$ cat config.mk
export PLATFORM = sky130hd
export DESIGN_NAME = bash_line_processor_flat
export DESIGN_NICKNAME = d
export VERILOG_FILES = /design/src/rtl/echo_pkg.sv /design/src/rtl/bash_line_processor_if.sv /design/src/rtl/echo_line_buffer.sv /design/src/rtl/bash_line_processor.sv /design/src/flat_wrapper.sv
export SDC_FILE = /design/constraint.sdc
export NUM_CORES = 1
export LEC_CHECK = 0
export CAP_MARGIN = 20
export CORE_ASPECT_RATIO = 0.6
export CORE_UTILIZATION = 65
export DETAILED_ROUTE_END_ITERATION = 7
export PLACE_DENSITY = 0.84
export SYNTH_ARGS = -nofsm -noshare
export SYNTH_HDL_FRONTEND = slang
export SYNTH_SLANG_ARGS = --single-unit
$ cat constraint.sdc
create_clock -name clk -period 9.4 [get_ports clk]
set_input_delay 1.88 -clock clk [delete_from_list [all_inputs] [get_ports clk]]
set_output_delay 1.88 -clock clk [all_outputs]
set_load 0.02 [all_outputs]
$ cat src/rtl/echo_pkg.sv
// Shared types and constants for the bash line processor: FSM states, mode codes
// and the ASCII case-mapping helper.
package echo_pkg;

    typedef enum logic [2:0] {
        StIdle,
        StCapture,
        StEmit,
        StDone,
        StWaitAck
    } state_e;

    localparam logic [1:0] ModeEcho    = 2'd0;
    localparam logic [1:0] ModeReverse = 2'd1;
    localparam logic [1:0] ModeUpper   = 2'd2;
    localparam logic [1:0] ModeLower   = 2'd3;

    localparam logic [7:0] AsciiLowerA    = 8'h61;
    localparam logic [7:0] AsciiLowerZ    = 8'h7A;
    localparam logic [7:0] AsciiUpperA    = 8'h41;
    localparam logic [7:0] AsciiUpperZ    = 8'h5A;
    localparam logic [7:0] AsciiCaseDelta = 8'h20;

    function automatic logic [7:0] map_case(input logic [1:0] mode, input logic [7:0] ch);
        logic [7:0] res;
        res = ch;
        if (mode == ModeUpper && ch >= AsciiLowerA && ch <= AsciiLowerZ) begin
            res = ch - AsciiCaseDelta;
        end else if (mode == ModeLower && ch >= AsciiUpperA && ch <= AsciiUpperZ) begin
            res = ch + AsciiCaseDelta;
        end
        return res;
    endfunction

endpackage

$ cat src/rtl/bash_line_processor_if.sv
// Bash-side and consumer-side handshake bundle of the line processor.
// master = bash/consumer environment, slave = the processor.
interface bash_line_processor_if #(
    parameter int unsigned DATA_W = 8,
    parameter int unsigned LEN_W  = 6
);
    import echo_pkg::*;

    logic [1:0]        mode;
    logic              out_newASCII_ready;
    logic [LEN_W-1:0]  out_lineLen;
    logic [DATA_W-1:0] lineOut;
    logic              lineOut_nextASCII;
    logic              in_newASCII_ready;
    logic [DATA_W-1:0] lineIn;
    logic              lineIn_nextASCII;
    logic              in_solved;
    logic              out_solved;
    logic              overflow;
    logic [15:0]       line_count;

    modport master (
        output mode, out_newASCII_ready, out_lineLen, lineOut, lineIn_nextASCII, out_solved,
        input  lineOut_nextASCII, in_newASCII_ready, lineIn, in_solved, overflow, line_count
    );

    modport slave (
        input  mode, out_newASCII_ready, out_lineLen, lineOut, lineIn_nextASCII, out_solved,
        output lineOut_nextASCII, in_newASCII_ready, lineIn, in_solved, overflow, line_count
    );

endinterface

$ cat src/rtl/echo_line_buffer.sv
// Line storage: MAX_LEN x DATA_W, one synchronous write port, one asynchronous read port.
// Contents are not reset.
module echo_line_buffer
    import echo_pkg::*;
#(
    parameter int unsigned MAX_LEN = 32,
    parameter int unsigned DATA_W  = 8,
    localparam int unsigned PTR_W  = $clog2(MAX_LEN)
) (
    input  logic              clk,
    input  logic              we,
    input  logic [PTR_W-1:0]  waddr,
    input  logic [DATA_W-1:0] wdata,
    input  logic [PTR_W-1:0]  raddr,
    output logic [DATA_W-1:0] rdata
);

    logic [DATA_W-1:0] mem [MAX_LEN];

    always_ff @(posedge clk) begin
        if (we) begin
            mem[waddr] <= wdata;
        end
    end

    assign rdata = mem[raddr];

endmodule

$ cat src/rtl/bash_line_processor.sv
// Captures a line from bash, then re-emits it echoed, reversed, upper- or lower-cased.
// Optional build macro LINE_COUNT_EN enables the completed-line counter.
module bash_line_processor
    import echo_pkg::*;
#(
    parameter int unsigned MAX_LEN = 32,
    parameter int unsigned DATA_W  = 8
) (
    input logic                  clk,
    input logic                  rst_n,
    bash_line_processor_if.slave bus
);

    localparam int unsigned LEN_W = $clog2(MAX_LEN + 1);
    localparam int unsigned PTR_W = $clog2(MAX_LEN);

    state_e            state_q;
    logic [1:0]        mode_q;
    logic [LEN_W-1:0]  rd_cnt_q;
    logic [LEN_W-1:0]  wr_idx_q;
    logic              phase_q;
    logic              pulse_q;
    logic              ready_q;
    logic              solved_q;
    logic              overflow_q;

    logic              consume;
    logic              store;
    logic [PTR_W-1:0]  raddr;
    logic [DATA_W-1:0] rdata;
    logic [DATA_W-1:0] char_mapped;

    // phase_q enforces the pulse/gap rhythm so bash has a cycle to present the next char
    assign consume = (state_q == StCapture) && bus.out_newASCII_ready && !phase_q &&
                     (rd_cnt_q < bus.out_lineLen) && (bus.lineOut != '0);
    assign store   = consume && (rd_cnt_q < LEN_W'(MAX_LEN));

    always_ff @(posedge clk) begin
        if (!rst_n) begin
            state_q    <= StIdle;
            mode_q     <= ModeEcho;
            rd_cnt_q   <= '0;
            wr_idx_q   <= '0;
            phase_q    <= 1'b0;
            pulse_q    <= 1'b0;
            ready_q    <= 1'b0;
            solved_q   <= 1'b0;
            overflow_q <= 1'b0;
        end else begin
            pulse_q  <= 1'b0;
            solved_q <= 1'b0;
            case (state_q)
                StIdle: begin
                    if (bus.out_newASCII_ready) begin
                        state_q    <= StCapture;
                        mode_q     <= bus.mode;
                        rd_cnt_q   <= '0;
                        phase_q    <= 1'b0;
                        overflow_q <= 1'b0;
                    end
                end
                StCapture: begin
                    if (!bus.out_newASCII_ready) begin
                        state_q  <= StEmit;
                        wr_idx_q <= '0;
                        ready_q  <= 1'b1;
                    end else if (phase_q) begin
                        phase_q <= 1'b0;
                    end else if (consume) begin
                        pulse_q <= 1'b1;
                        phase_q <= 1'b1;
                        if (store) begin
                            rd_cnt_q <= rd_cnt_q + LEN_W'(1);
                        end else begin
                            overflow_q <= 1'b1;
                        end
                    end
                end
                StEmit: begin
                    if (bus.lineIn_nextASCII) begin
                        if (wr_idx_q == rd_cnt_q) begin
                            state_q  <= StDone;
                            ready_q  <= 1'b0;
                            solved_q <= 1'b1;
                        end else begin
                            wr_idx_q <= wr_idx_q + LEN_W'(1);
                        end
                    end
                end
                StDone: begin
                    state_q <= StWaitAck;
                end
                StWaitAck: begin
                    if (bus.out_solved) begin
                        state_q <= StIdle;
                    end
                end
                default: begin
                    state_q <= StIdle;
                end
            endcase
        end
    end

    echo_line_buffer #(
        .MAX_LEN (MAX_LEN),
        .DATA_W  (DATA_W)
    ) u_buffer (
        .clk   (clk),
        .we    (store),
        .waddr (rd_cnt_q[PTR_W-1:0]),
        .wdata (bus.lineOut),
        .raddr (raddr),
        .rdata (rdata)
    );

    assign raddr = (mode_q == ModeReverse) ? PTR_W'(rd_cnt_q - LEN_W'(1) - wr_idx_q)
                                           : PTR_W'(wr_idx_q);

    // Terminator slot (wr_idx == rd_cnt) and idle cycles both present 0
    always_comb begin
        char_mapped      = rdata;
        char_mapped[7:0] = map_case(mode_q, rdata[7:0]);
        if (!ready_q || (wr_idx_q == rd_cnt_q)) begin
            bus.lineIn = '0;
        end else begin
            bus.lineIn = char_mapped;
        end
    end

    assign bus.lineOut_nextASCII = pulse_q;
    assign bus.in_newASCII_ready = ready_q;
    assign bus.in_solved         = solved_q;
    assign bus.overflow          = overflow_q;

`ifdef LINE_COUNT_EN
    logic [15:0] line_count_q;

    always_ff @(posedge clk) begin
        if (!rst_n) begin
            line_count_q <= '0;
        end else if (solved_q) begin
            line_count_q <= line_count_q + 16'd1;
        end
    end

    assign bus.line_count = line_count_q;
`else
    assign bus.line_count = '0;
`endif

endmodule

$ cat src/flat_wrapper.sv
// flat-port wrapper written by rule: the top's interface ports become plain ports
module bash_line_processor_flat import echo_pkg::*;
#(
    parameter int unsigned MAX_LEN = 32,
    parameter int unsigned DATA_W  = 8
)
  (clk, rst_n, bus_mode, bus_out_newASCII_ready, bus_out_lineLen, bus_lineOut, bus_lineIn_nextASCII, bus_out_solved, bus_lineOut_nextASCII, bus_in_newASCII_ready, bus_lineIn, bus_in_solved, bus_overflow, bus_line_count);
  bash_line_processor_if #(.DATA_W(DATA_W), .LEN_W(6)) bus_i ();
  input logic clk;
  input logic rst_n;
  input wire logic [$bits(bus_i.mode)-1:0] bus_mode;
  input wire logic [$bits(bus_i.out_newASCII_ready)-1:0] bus_out_newASCII_ready;
  input wire logic [$bits(bus_i.out_lineLen)-1:0] bus_out_lineLen;
  input wire logic [$bits(bus_i.lineOut)-1:0] bus_lineOut;
  input wire logic [$bits(bus_i.lineIn_nextASCII)-1:0] bus_lineIn_nextASCII;
  input wire logic [$bits(bus_i.out_solved)-1:0] bus_out_solved;
  output wire logic [$bits(bus_i.lineOut_nextASCII)-1:0] bus_lineOut_nextASCII;
  output wire logic [$bits(bus_i.in_newASCII_ready)-1:0] bus_in_newASCII_ready;
  output wire logic [$bits(bus_i.lineIn)-1:0] bus_lineIn;
  output wire logic [$bits(bus_i.in_solved)-1:0] bus_in_solved;
  output wire logic [$bits(bus_i.overflow)-1:0] bus_overflow;
  output wire logic [$bits(bus_i.line_count)-1:0] bus_line_count;
  assign bus_i.mode = bus_mode;
  assign bus_i.out_newASCII_ready = bus_out_newASCII_ready;
  assign bus_i.out_lineLen = bus_out_lineLen;
  assign bus_i.lineOut = bus_lineOut;
  assign bus_i.lineIn_nextASCII = bus_lineIn_nextASCII;
  assign bus_i.out_solved = bus_out_solved;
  assign bus_lineOut_nextASCII = bus_i.lineOut_nextASCII;
  assign bus_in_newASCII_ready = bus_i.in_newASCII_ready;
  assign bus_lineIn = bus_i.lineIn;
  assign bus_in_solved = bus_i.in_solved;
  assign bus_overflow = bus_i.overflow;
  assign bus_line_count = bus_i.line_count;
  bash_line_processor #(.MAX_LEN(MAX_LEN), .DATA_W(DATA_W)) u_core (.clk(clk), .rst_n(rst_n), .bus(bus_i));
endmodule
==> run summary <==
status: completed
RSZ-0062 raised after global routing: false
Worst EP arrival: 6.61 ns
FF-to-FF Start: u_core.state_q[0]
synthesis-to-finish area growth: 9.66%
Die W: 179 microns
end of the critical path: bus_lineIn[6]
ant diodes: 0
initial antenna violation count: 0
Worst Hold Depth: 2
origin of the worst setup path: u_core.wr_idx_q[0]
Post-Route Setup TNS: 0 ns
Max transition margin: 27.8%
#FFs+latches synth: 278
CP required: 7.52 ns
Max clock buf depth: 3
DR iter-0 viols: 1104
worst-skew pair later-pin latency: 0.53 ns
Remaining DRCs: 0
CTS root buf: clkbuf_16
Starting Density: 67.0%
Post-Syn Instances: 890
max cap viols: 0
leakage: 4.45 nW
worst hold slack: 0.523 ns
RR Endpoint: u_core.u_buffer.mem[27][1]
Max H-tree Level: 1
Main synth FF type: edfxtp_1
HP Class: reg -> reg
layout cell share with drive strength beyond 1: 8.06%
final instance area: 0.0134 sq mm
Fmax: 118 MHz
CTS tree: done
Die Span Y: 108 microns
Wirelength per Cell: 24.5 microns
CP Capture Type: output port
Syn. warnings: 0
final hold vios: 0
Worst Setup Path Type: reg -> out
RD Place Congestion: 0.933
CP Launch Type: register
core footprint: 0.0182 sq mm
power density cells: 193 mW/mm^2
Sink Count: 278
Via Count: 7751
register area share after synthesis: 66.6%
Slew @ Worst Pin: 1.08 ns
total wire length: 28.7 mm
vias in the first global route: 7013
Boundary Pins: 49
IO Port Bufs: 32
worst vdd ir: 0.175 mV
setup bufs post-CTS: 0
DIE AREA: 0.0194 sq mm
Synth async-reset ratio: 0%
fin. max-slew vios: 0
GRT Util Overall: 30.7%
post-place setup slack: 1.63 ns
largest net degree at the start of global routing: 106
Post-synth EDFFs: 256
setup slack, reg-to-reg: 5.44 ns
cts repair resizes: 0
hold_buf cts: 0
fin util: 73.5%
GRT overflow: 0
Routed Antenna Nets: 0
Vias/cell: 6.62
hpwl dp: 17.6 mm
final setup fails: 0
Mapped Area: 0.0122 sq mm
clock skew: 0.0114 ns
Period minus WS final: 8.49 ns
CP Max Fanout: 70
TritonCTS buffer count: 24
first-pass GRT wire length: 42.6 mm
Avg Cell Area, Syn: 13.7 sq um
# rows: 38
R2R depth: 7
Final Cycle Share: 90.3%
drt first pass iters: 5
final-stage net count: 950
Distinct cells, synth: 61
area post-placement: 0.0126 sq mm
clock slew seen by the registers of the worst setup and hold paths: 0.06 ns
fin worst setup slack: 0.912 ns
[kinds of logic (layout without fill, tap and decap cells)]
kind of cell               Yosys count  in the layout  share of synthesized area (%)
xor gates and xnor gates            12             12                          0.861
buffers and inverters               99            124                           4.69
and+or+nand+nor                    222            222                           8.72
adders and majority gates           17             17                           1.80
other                                1             16                         0.0307
DFF                                278            278                           66.6
AOI/OAI and AO/OA                  185            185                           11.1
muxes                               76             76                           6.24
[placed cells by master, fill, tap and decap left out, types with 3 or more instances in the layout]
master / n
a21boi_0: 4
or3_1: 3
xnor2_1: 5
nand2b_1: 5
nor2_1: 54
and2_1: 6
a21oi_1: 47
a21o_1: 4
nand3_1: 4
ha_1: 16
a311oi_1: 12
o21ba_2: 3
clkdlybuf4s50_1: 32
buf_4: 15
xor2_1: 7
bufinv_16: 3
clkinv_2: 7
mux2i_1: 74
nor2b_1: 4
and3b_1: 3
clkinv_1: 5
a221oi_1: 40
inv_1: 33
a211oi_1: 42
or3b_2: 3
nand4_1: 5
clkbuf_16: 25
edfxtp_1: 256
dfxtp_1: 22
o22ai_1: 4
o21a_1: 3
nor3_1: 25
nand3b_1: 6
nand2_1: 84
o21ai_0: 7
conb_1: 16
nor4_1: 7
[flip-flops by register name, summed over array words and instances, names as in the netlist]
| register | count |
|---|---|
| u_core.u_buffer.mem | 256 |
| u_core.bus.lineOut_nextASCII | 1 |
| u_core.state_q | 3 |
| u_core.bus.in_solved | 1 |
| u_core.mode_q | 2 |
| u_core.wr_idx_q | 6 |
| u_core.bus.in_newASCII_ready | 1 |
| u_core.bus.overflow | 1 |
| u_core.rd_cnt_q | 6 |
| u_core.phase_q | 1 |
[worst max-delay path, stage by stage, from the launching register on]
cell	delay (ns)
dfxtp_1	0.69
inv_1	0.17
ha_1	0.28
fa_1	0.53
and3b_1	0.40
a21o_4	0.76
buf_4	0.48
a21oi_1	0.15
a221oi_1	0.40
nor3_1	0.15
nor4_1	0.62
nor3_1	0.13
o311ai_2	0.32
nor2_1	0.10
a211oi_1	0.25
clkdlybuf4s50_1	0.64
[how the worst min path moves through the flow]
| stage | to | from | slack, ns |
|---|---|---|---|
| global route | u_core.phase_q | u_core.phase_q | 0.55 |
| CTS | u_core.phase_q | u_core.phase_q | 0.52 |
| finish | u_core.phase_q | u_core.phase_q | 0.52 |
| detailed placement | u_core.phase_q | u_core.phase_q | 0.51 |
| floorplan | u_core.phase_q | u_core.phase_q | 0.47 |
| global placement | u_core.phase_q | u_core.phase_q | 0.49 |
[Yosys cell counts, types with 2 or more instances]
cell type  count  area [sq um]
nor3b_1        2          15.0
or4b_2         2          20.0
a21oi_1       48           240
nor2b_1        4          25.0
nand3_1        4          20.0
nand2_1       84           315
o211ai_1       2          15.0
edfxtp_1     256          7690
and3_1         2          12.5
buf_6          7          78.8
nand4_1        5          31.3
and2_1         6          37.5
ha_1          16           200
a21boi_0       4          30.0
nor4_1         7          43.8
or2_2          2          12.5
mux2i_1       75           751
nor3_1        25           125
nor2_1        54           203
xnor2_1        5          43.8
o21ba_2        3          30.0
a21o_1         6          45.0
buf_4         25           188
o21ai_0        7          35.0
and3b_1        3          26.3
dfxtp_1       22           440
a211oi_1      42           315
o21a_1         3          22.5
inv_1         33           124
xor2_1         7          61.3
a221oi_1      40           350
or3_1          3          18.8
o22ai_1        4          25.0
clkbuf_1      13          48.8
nand2b_1       5          31.3
or4_1          2          15.0
or3b_2         3          26.3
a22oi_1        2          15.0
buf_2         17          85.1
buf_8          3          45.0
nand3b_1       6          45.0
a311oi_1      12           105
[per-layer routing]
| layer | wire (microns) | vias to the layer above | GRT usage, % |
|---|---|---|---|
| li1 | - | 3421 | - |
| met1 | 12300 | 3775 | 48.5 |
| met2 | 12400 | 490 | 43.1 |
| met3 | 3350 | 65 | 6.75 |
| met4 | 611 | 0 | 7.81 |
| met5 | 0 | - | 0 |
[per-stage QoR]
step / total power (W) / std cells
2_1_floorplan: 0.00153 / 905
3_3_place_gp: 0.00158 / 1126
3_5_place_dp: 0.00159 / 1126
4_1_cts: 0.00257 / 1170
5_1_grt: 0.00264 / 1170
6_report: 0.00258 / 1170
[cell type report]
type                            count  area, sq um
Sequential cell                   278         8130
Multi-Input combinational cell    528         3610
Tap cell                          240          300
Clock buffer                       27          633
Fill cell                        1099         4820
Timing Repair Buffer               47          433
Inverter                           33          124
Clock inverter                     17          160
[report_power, final]
part / switching, W / internal (W) / leakage (nW)
clock network: 0.000445 / 0.000568 / 0.393
registers: 0.00000487 / 0.00135 / 2.48
logic: 0.000140 / 0.0000713 / 1.57
total: 0.000590 / 0.00199 / 4.45
(Power assumes the default switching activity.)
